==> config.mk <==
export PLATFORM = sky130hd
export DESIGN_NAME = gray_rx
export DESIGN_NICKNAME = d
export VERILOG_FILES = /design/src/rtl/gray_rx.sv
export SDC_FILE = /design/constraint.sdc
export NUM_CORES = 1
export LEC_CHECK = 0
export CORE_UTILIZATION = 40
export CTS_BUF_LIST = sky130_fd_sc_hd__clkbuf_2
export CTS_CLUSTER_SIZE = 30
export DETAILED_ROUTE_END_ITERATION = 7
export HOLD_SLACK_MARGIN = 0.08
export PLACE_DENSITY = 0.59
export SLEW_MARGIN = 20
export SYNTH_ARGS = -nofsm -noshare
export SYNTH_HDL_FRONTEND = slang
export SYNTH_SLANG_ARGS = --single-unit
==> constraint.sdc <==
create_clock -name clk -period 6.5 [get_ports clk]
set_input_delay 1.3 -clock clk [delete_from_list [all_inputs] [get_ports clk]]
set_output_delay 1.3 -clock clk [all_outputs]
set_load 0.01 [all_outputs]
==> src/rtl/gray_rx.sv <==
// Purpose : receive a gray-coded count from another timing path, resynchronise,
//           decode to binary, report the increment and flag multi-bit jumps.
// Latency : gray_in change captured at edge N shows on bin_out/valid at edge N+SYNC_STAGES.
// Backpr. : none; enable=0 freezes every register and forces valid low.
//
// Ports:
//   clk      - clock
//   rst      - synchronous active-high reset (dominates enable and err_clr)
//   enable   - advances the synchroniser and compare stage when high
//   gray_in  - incoming gray count
//   err_clr  - clears the sticky error flag on an enabled edge
//   bin_out  - registered binary decode of the synchronised gray value
//   delta    - (new binary - previous binary) mod 2^WIDTH, meaningful with valid
//   valid    - one-cycle pulse when the decoded value changed
//   err      - sticky flag: an update changed more than one gray bit
module gray_rx #(
  parameter int WIDTH       = 8,
  parameter int SYNC_STAGES = 2   // legal range 2..4
) (
  input  logic             clk,
  input  logic             rst,
  input  logic             enable,
  input  logic [WIDTH-1:0] gray_in,
  input  logic             err_clr,
  output logic [WIDTH-1:0] bin_out,
  output logic [WIDTH-1:0] delta,
  output logic             valid,
  output logic             err
);

  logic [WIDTH-1:0] sync_q [SYNC_STAGES];
  logic [WIDTH-1:0] sync_d [SYNC_STAGES];
  logic [WIDTH-1:0] gprev_q, gprev_d;
  logic [WIDTH-1:0] bin_q, bin_d;
  logic [WIDTH-1:0] delta_q, delta_d;
  logic             valid_q, valid_d;
  logic             err_q, err_d;

  logic [WIDTH-1:0] g_s;
  logic [WIDTH-1:0] diff;
  logic [WIDTH-1:0] dec_bin;
  logic             changed;
  logic             multi_bit;

  function automatic logic [WIDTH-1:0] gray2bin(input logic [WIDTH-1:0] g);
    logic [WIDTH-1:0] b;
    b = '0;
    b[WIDTH-1] = g[WIDTH-1];
    for (int i = WIDTH-2; i >= 0; i--) begin
      b[i] = b[i+1] ^ g[i];
    end
    return b;
  endfunction

  always_comb begin
    g_s       = sync_q[SYNC_STAGES-1];
    diff      = g_s ^ gprev_q;
    changed   = |diff;
    // Clearing the lowest set bit leaves something only if two or more bits differ.
    multi_bit = |(diff & (diff - WIDTH'(1)));
    dec_bin   = gray2bin(g_s);

    sync_d  = sync_q;
    gprev_d = gprev_q;
    bin_d   = bin_q;
    delta_d = delta_q;
    valid_d = 1'b0;     // also covers the disabled case: valid drops on that edge
    err_d   = err_q;

    if (enable) begin
      sync_d[0] = gray_in;
      for (int i = 1; i < SYNC_STAGES; i++) begin
        sync_d[i] = sync_q[i-1];
      end

      if (changed) begin
        gprev_d = g_s;
        bin_d   = dec_bin;
        delta_d = dec_bin - bin_q;  // modular wrap handles 255->0 and decrements
        valid_d = 1'b1;
      end

      // A new violation outranks a coincident clear.
      if (changed && multi_bit) begin
        err_d = 1'b1;
      end else if (err_clr) begin
        err_d = 1'b0;
      end
    end
  end

  always_ff @(posedge clk) begin
    if (rst) begin
      for (int i = 0; i < SYNC_STAGES; i++) begin
        sync_q[i] <= '0;
      end
      gprev_q <= '0;
      bin_q   <= '0;
      delta_q <= '0;
      valid_q <= 1'b0;
      err_q   <= 1'b0;
    end else begin
      sync_q  <= sync_d;
      gprev_q <= gprev_d;
      bin_q   <= bin_d;
      delta_q <= delta_d;
      valid_q <= valid_d;
      err_q   <= err_d;
    end
  end

  assign bin_out = bin_q;
  assign delta   = delta_q;
  assign valid   = valid_q;
  assign err     = err_q;

endmodule

# == Yosys cells after proc, flatten, opt, wreduce, memory -nomap -nowiden ==
# Cells that the tools add are included.
# op_classes
n_addsub,2
n_mux,3
bitwise_logic,10
n_reduce_logical,7
# op_table
op,n
$reduce_or 8->1,2
$and 8x8->8,1
$sub 8x1->8 const B,1
$sub 8x8->8,1
$xor 8x8->8,1
$xor 1x1->1,7
$reduce_and 2->1,2
$mux 1,3
$reduce_bool 2->1,1
$reduce_or 2->1,1
$logic_and 1x1->1,1
$not 1->1,1
# totals
reg_bits,42
in_bits,12
output_inout_bits,18
wordCells,29

# == Depth between registers and ports, before layout ==
# depth
word_depth,8
depth_mapped,14
mapped_depth_nobuf,14

# == Least setup slack after synthesis ==
# No wires, ideal clock.
# synth_path
path_kind,register to register
from,reg sync_q (netlist bit g_s[7])
to,reg delta_q[6] (netlist: delta[6])
setup_ns,0.134
arrival_ns,2.962
t_required_ns,6.366
slack_ns,3.404
path_stages_with_launch,15
n_path_buf,0
synth_period_minus_slack_ns,3.096
path_cell_list,dfxtp_1 xnor2_2 inv_2 xnor3_2 xor2_4 xor2_4 xnor2_1 ha_1 fa_1 nor2b_1 o31a_1 o21ai_0 and3_1 o21ai_0 a21oi_1
# synth_between
elab_chain_len,8
word_cells_on_any_way,11
classes_between,add/sub (1); bitwise (8); reduce/logical (2)
# synth_rtl
element,line,rtl
"start, declared",31,logic [WIDTH-1:0] sync_q [SYNC_STAGES];
"start signal, assigned",103,sync_q <= sync_d;
$xor 1x1->1 *,50,b[i] = b[i+1] ^ g[i];
net dec_bin[6],41,logic [WIDTH-1:0] dec_bin;
$xor 1x1->1 * (3 in series),50,
net dec_bin[3],41,
$xor 1x1->1 *,50,
net dec_bin[2],41,
$xor 1x1->1 *,50,
net dec_bin[1],41,
$xor 1x1->1,50,
$sub 8x8->8 *,79,delta_d = dec_bin - bin_q;
"end signal, assigned",106,delta_q <= delta_d;
"end, declared",35,"logic [WIDTH-1:0] delta_q, delta_d;"
# The timed path passes the listed nets; every way through them passes the cells marked *.
# A chain may end at the register's enable or synchronous reset.

# == Final worst setup path ==
# Same ends and word-level chain as after synthesis.

==> flow_summary.toml <==
[detailed_routing]
wl_per_cell_um = 10.9
vias = 1408
first_pass_iters = 3
drc_errors = 0
first_iter_violations = 29
vias_per_cell = 4.65
wirelength_mm = 3.31
final_antenna_net_count = 0

[yosys]
muxShareOfSynthArea_pct = 15.9
synth_top_flop_cell = "dfxtp_1"
synthXorXnorAreaFrac_pct = 11.2
avgSynthCellArea_um2 = 9.65
syn-num-nets = 229
async_reset_ff_share_pct = 0
ys_warn_count = 0
synth_seq_cells = 41
netlist_area_mm2 = 0.00202
synth_cell_types = 36
synth-simple-area-share_pct = 12.8
synth_fa_ha_area_share_pct = 5.83
synth_edf_count = 0
synth_top_family_by_area = "multiplexers"
ys_seq_area_share_pct = 40.7
synthCells = 209
synth-compound-area-share_pct = 8.81

[timing]
hold_violations = 0
rsz0062_at_grt = "no"
maxSlewHeadroom_pct = 52.9
setup_viol = 0
setup_tns_ps = 0
fmaxAchievable_mhz = 291
skew_ps = 11.1
holdWs_ps = 482
period_share_pct = 52.9
period_needed_ps = 3440
worst_pin_slew_ps = 704
drv_slew = 0

[die]
io_pins = 30
die_h_um = 73.0
start_util_pct = 42.1
rows = 25
design.core.area_mm2 = 0.00479
die_x_um = 73.0
dieArea_mm2 = 0.00533

[critical_path]
endpoint_kind = "flop"
startpoint_type = "flop"
cp_num_buf_inv = 1
crit_family = "XOR/XNOR gates"
critPathKind = "flop to flop"
path_cells = "xnor2_2 > inv_2 > xnor3_2 > xor2_4 > xor2_4 > xnor2_1 > ha_1 > fa_1 > nor2b_1 > o31a_1 > o21ai_0 > and3_1 > o21ai_0 > a21oi_1"
worstPathArrival_ps = 3720
worst-path-max-fanout = 4
cpPeakStageDelay_ps = 450
cp.required_ps = 6780
slowest_stage = "xnor3_2"

[clock_tree]
clk_pin_slew_worst_paths_ps = 190
htreeDepth = 2
ctsResizeCount = 0
cts_buffer_depth = 2
ctsHoldBuffers = 0
tritoncts = "yes"
cts_buffers = 5
cts_root_buffer = "clkbuf_2"
post_cts_buffers = 0
clk_latency_ps = 380
clock_sinks = 41

[global_route]
use_met3_pct = 4.56
antenna_found_initial = 0
met2_usage_pct = 22.9
grt_pass1_vias = 1350
grt_busiest_layer = "met2"
grt_pass1_wl_mm = 5.98
grtUsageMet1_pct = 18.1
grt_usage_pct = 14.6
grt_max_degree = 42
grt_overflow = 0

[layout]
regArea_um2 = 821
n_antenna_cell = 0
multi_input_area_mm2 = 0.00111
final_nets = 256
most-common-layout-cells = "41 x nor2_1, 41 x dfxtp_1, 32 x mux2i_1, 29 x clkdlybuf4s50_1, 12 x inv_1"
area_growth_pct = 20.3
final_cells = 303
fin_area_mm2 = 0.00243
drive_above_1_share_pct = 7.20
nFillCells = 483

[hold_path]
hp-class = "flop to flop"

[power]
power_mw = 0.613
powerDensity_mw_per_mm2 = 253
p_leak_nw = 0.999
vdd_drop_max_v = 0.000136

[placed_design]
dpl_cell_area_mm2 = 0.00237
hpwl_mm = 2.35
gp_congestion = 0.716
portBuffers = 29
dp.cells = 296

[status]
status = "complete, no violations"

[job]
maxCapViolations = 0
==> state kept, by name, indices dropped and copies added, names as in the netlist <==
| register | cells |
|---|---|
| g_s | 8 |
| sync_q | 8 |
| err | 1 |
| gprev_q | 8 |
| valid | 1 |
| delta | 8 |
| bin_out | 7 |
==> cell families (layout without fill, tap and decap cells) <==
group | after synthesis | count (layout)
multiplexers | 32 | 32
AO/OA/AOI/OAI | 26 | 26
adder cells (fa/ha/maj) | 9 | 9
AND/OR/NAND/NOR | 58 | 58
XOR/XNOR | 19 | 19
flip-flops | 41 | 41
buffers and inverters | 24 | 51
==> path summary, 6_finish.rpt <==
| check | start | end | slack, ps | depth (start not counted) |
|---|---|---|---|---|
| worst max-delay path | g_s[7] | delta[6] | 3060 | 14 |
| worst min-delay path | delta[5] | delta[5] | 480 | 2 |
| worst max register to register | g_s[7] | delta[6] | 3060 | 14 |
| worst min register to register | delta[5] | delta[5] | 480 | 2 |
==> layout make-up <==
type / instances / area share, %
timing repair buffer: 31 / 12.6
clock inverter: 2 / 1.44
tap: 67 / 3.46
clock buffer: 5 / 1.03
sequential: 41 / 33.8
multi-input combinational: 144 / 45.6
inverter: 13 / 2.01
==> stage by stage <==
| stage | util, % | setup WS [ps] |
|---|---|---|
| 2_1_floorplan | - | 3400 |
| 3_3_place_gp | 49.3 | 2900 |
| 3_5_place_dp | 49.4 | 3060 |
| 4_1_cts | 50.7 | 3030 |
| 5_1_grt | 50.7 | 2800 |
| 6_report | 50.7 | 3060 |
==> synthesized netlist by cell type (all sizes together) (2+ instances only) <==
master  instances  share of area (%)
a211oi          7                2.9
a21oi           5                1.2
buf             3               0.87
clkbuf          8                1.5
dfxtp          41                 41
ha              7                4.3
inv            13                2.4
mux2i          32                 16
nand2           3               0.56
nand2b          2               0.62
nor2           41                7.6
nor2b           3               0.93
nor3            2               0.50
nor4            3                1.2
o21a            3                1.1
o21ai           6                1.5
xnor2          10                4.7
xor2            8                5.3
==> metal layers <==
metal | routed length [um] | up-vias | share of wire (%)
li1 | - | 752 | -
met3 | 103 | 6 | 3.1
met2 | 1530 | 28 | 46
met1 | 1620 | 622 | 49
met4 | 61 | 0 | 1.8
met5 | 0 | - | 0
==> worst register-to-register path, delay by kind of cell (launching register included) <==
kind,cells,cell delay [ps]
XOR/XNOR,5,1360
adder cells (fa/ha/maj),2,630
AO/OA/AOI/OAI,4,500
flip-flops,1,420
AND/OR/NAND/NOR,2,350
buffers and inverters,1,80
==> where the power goes <==
| part | internal [mW] | switching, mW | total, mW |
|---|---|---|---|
| sequential | 0.270 | 0.0124 | 0.282 |
| clock | 0.0625 | 0.0793 | 0.142 |
| combinational | 0.0976 | 0.0913 | 0.189 |
No activity file was read; power rests on OpenSTA's default activity.
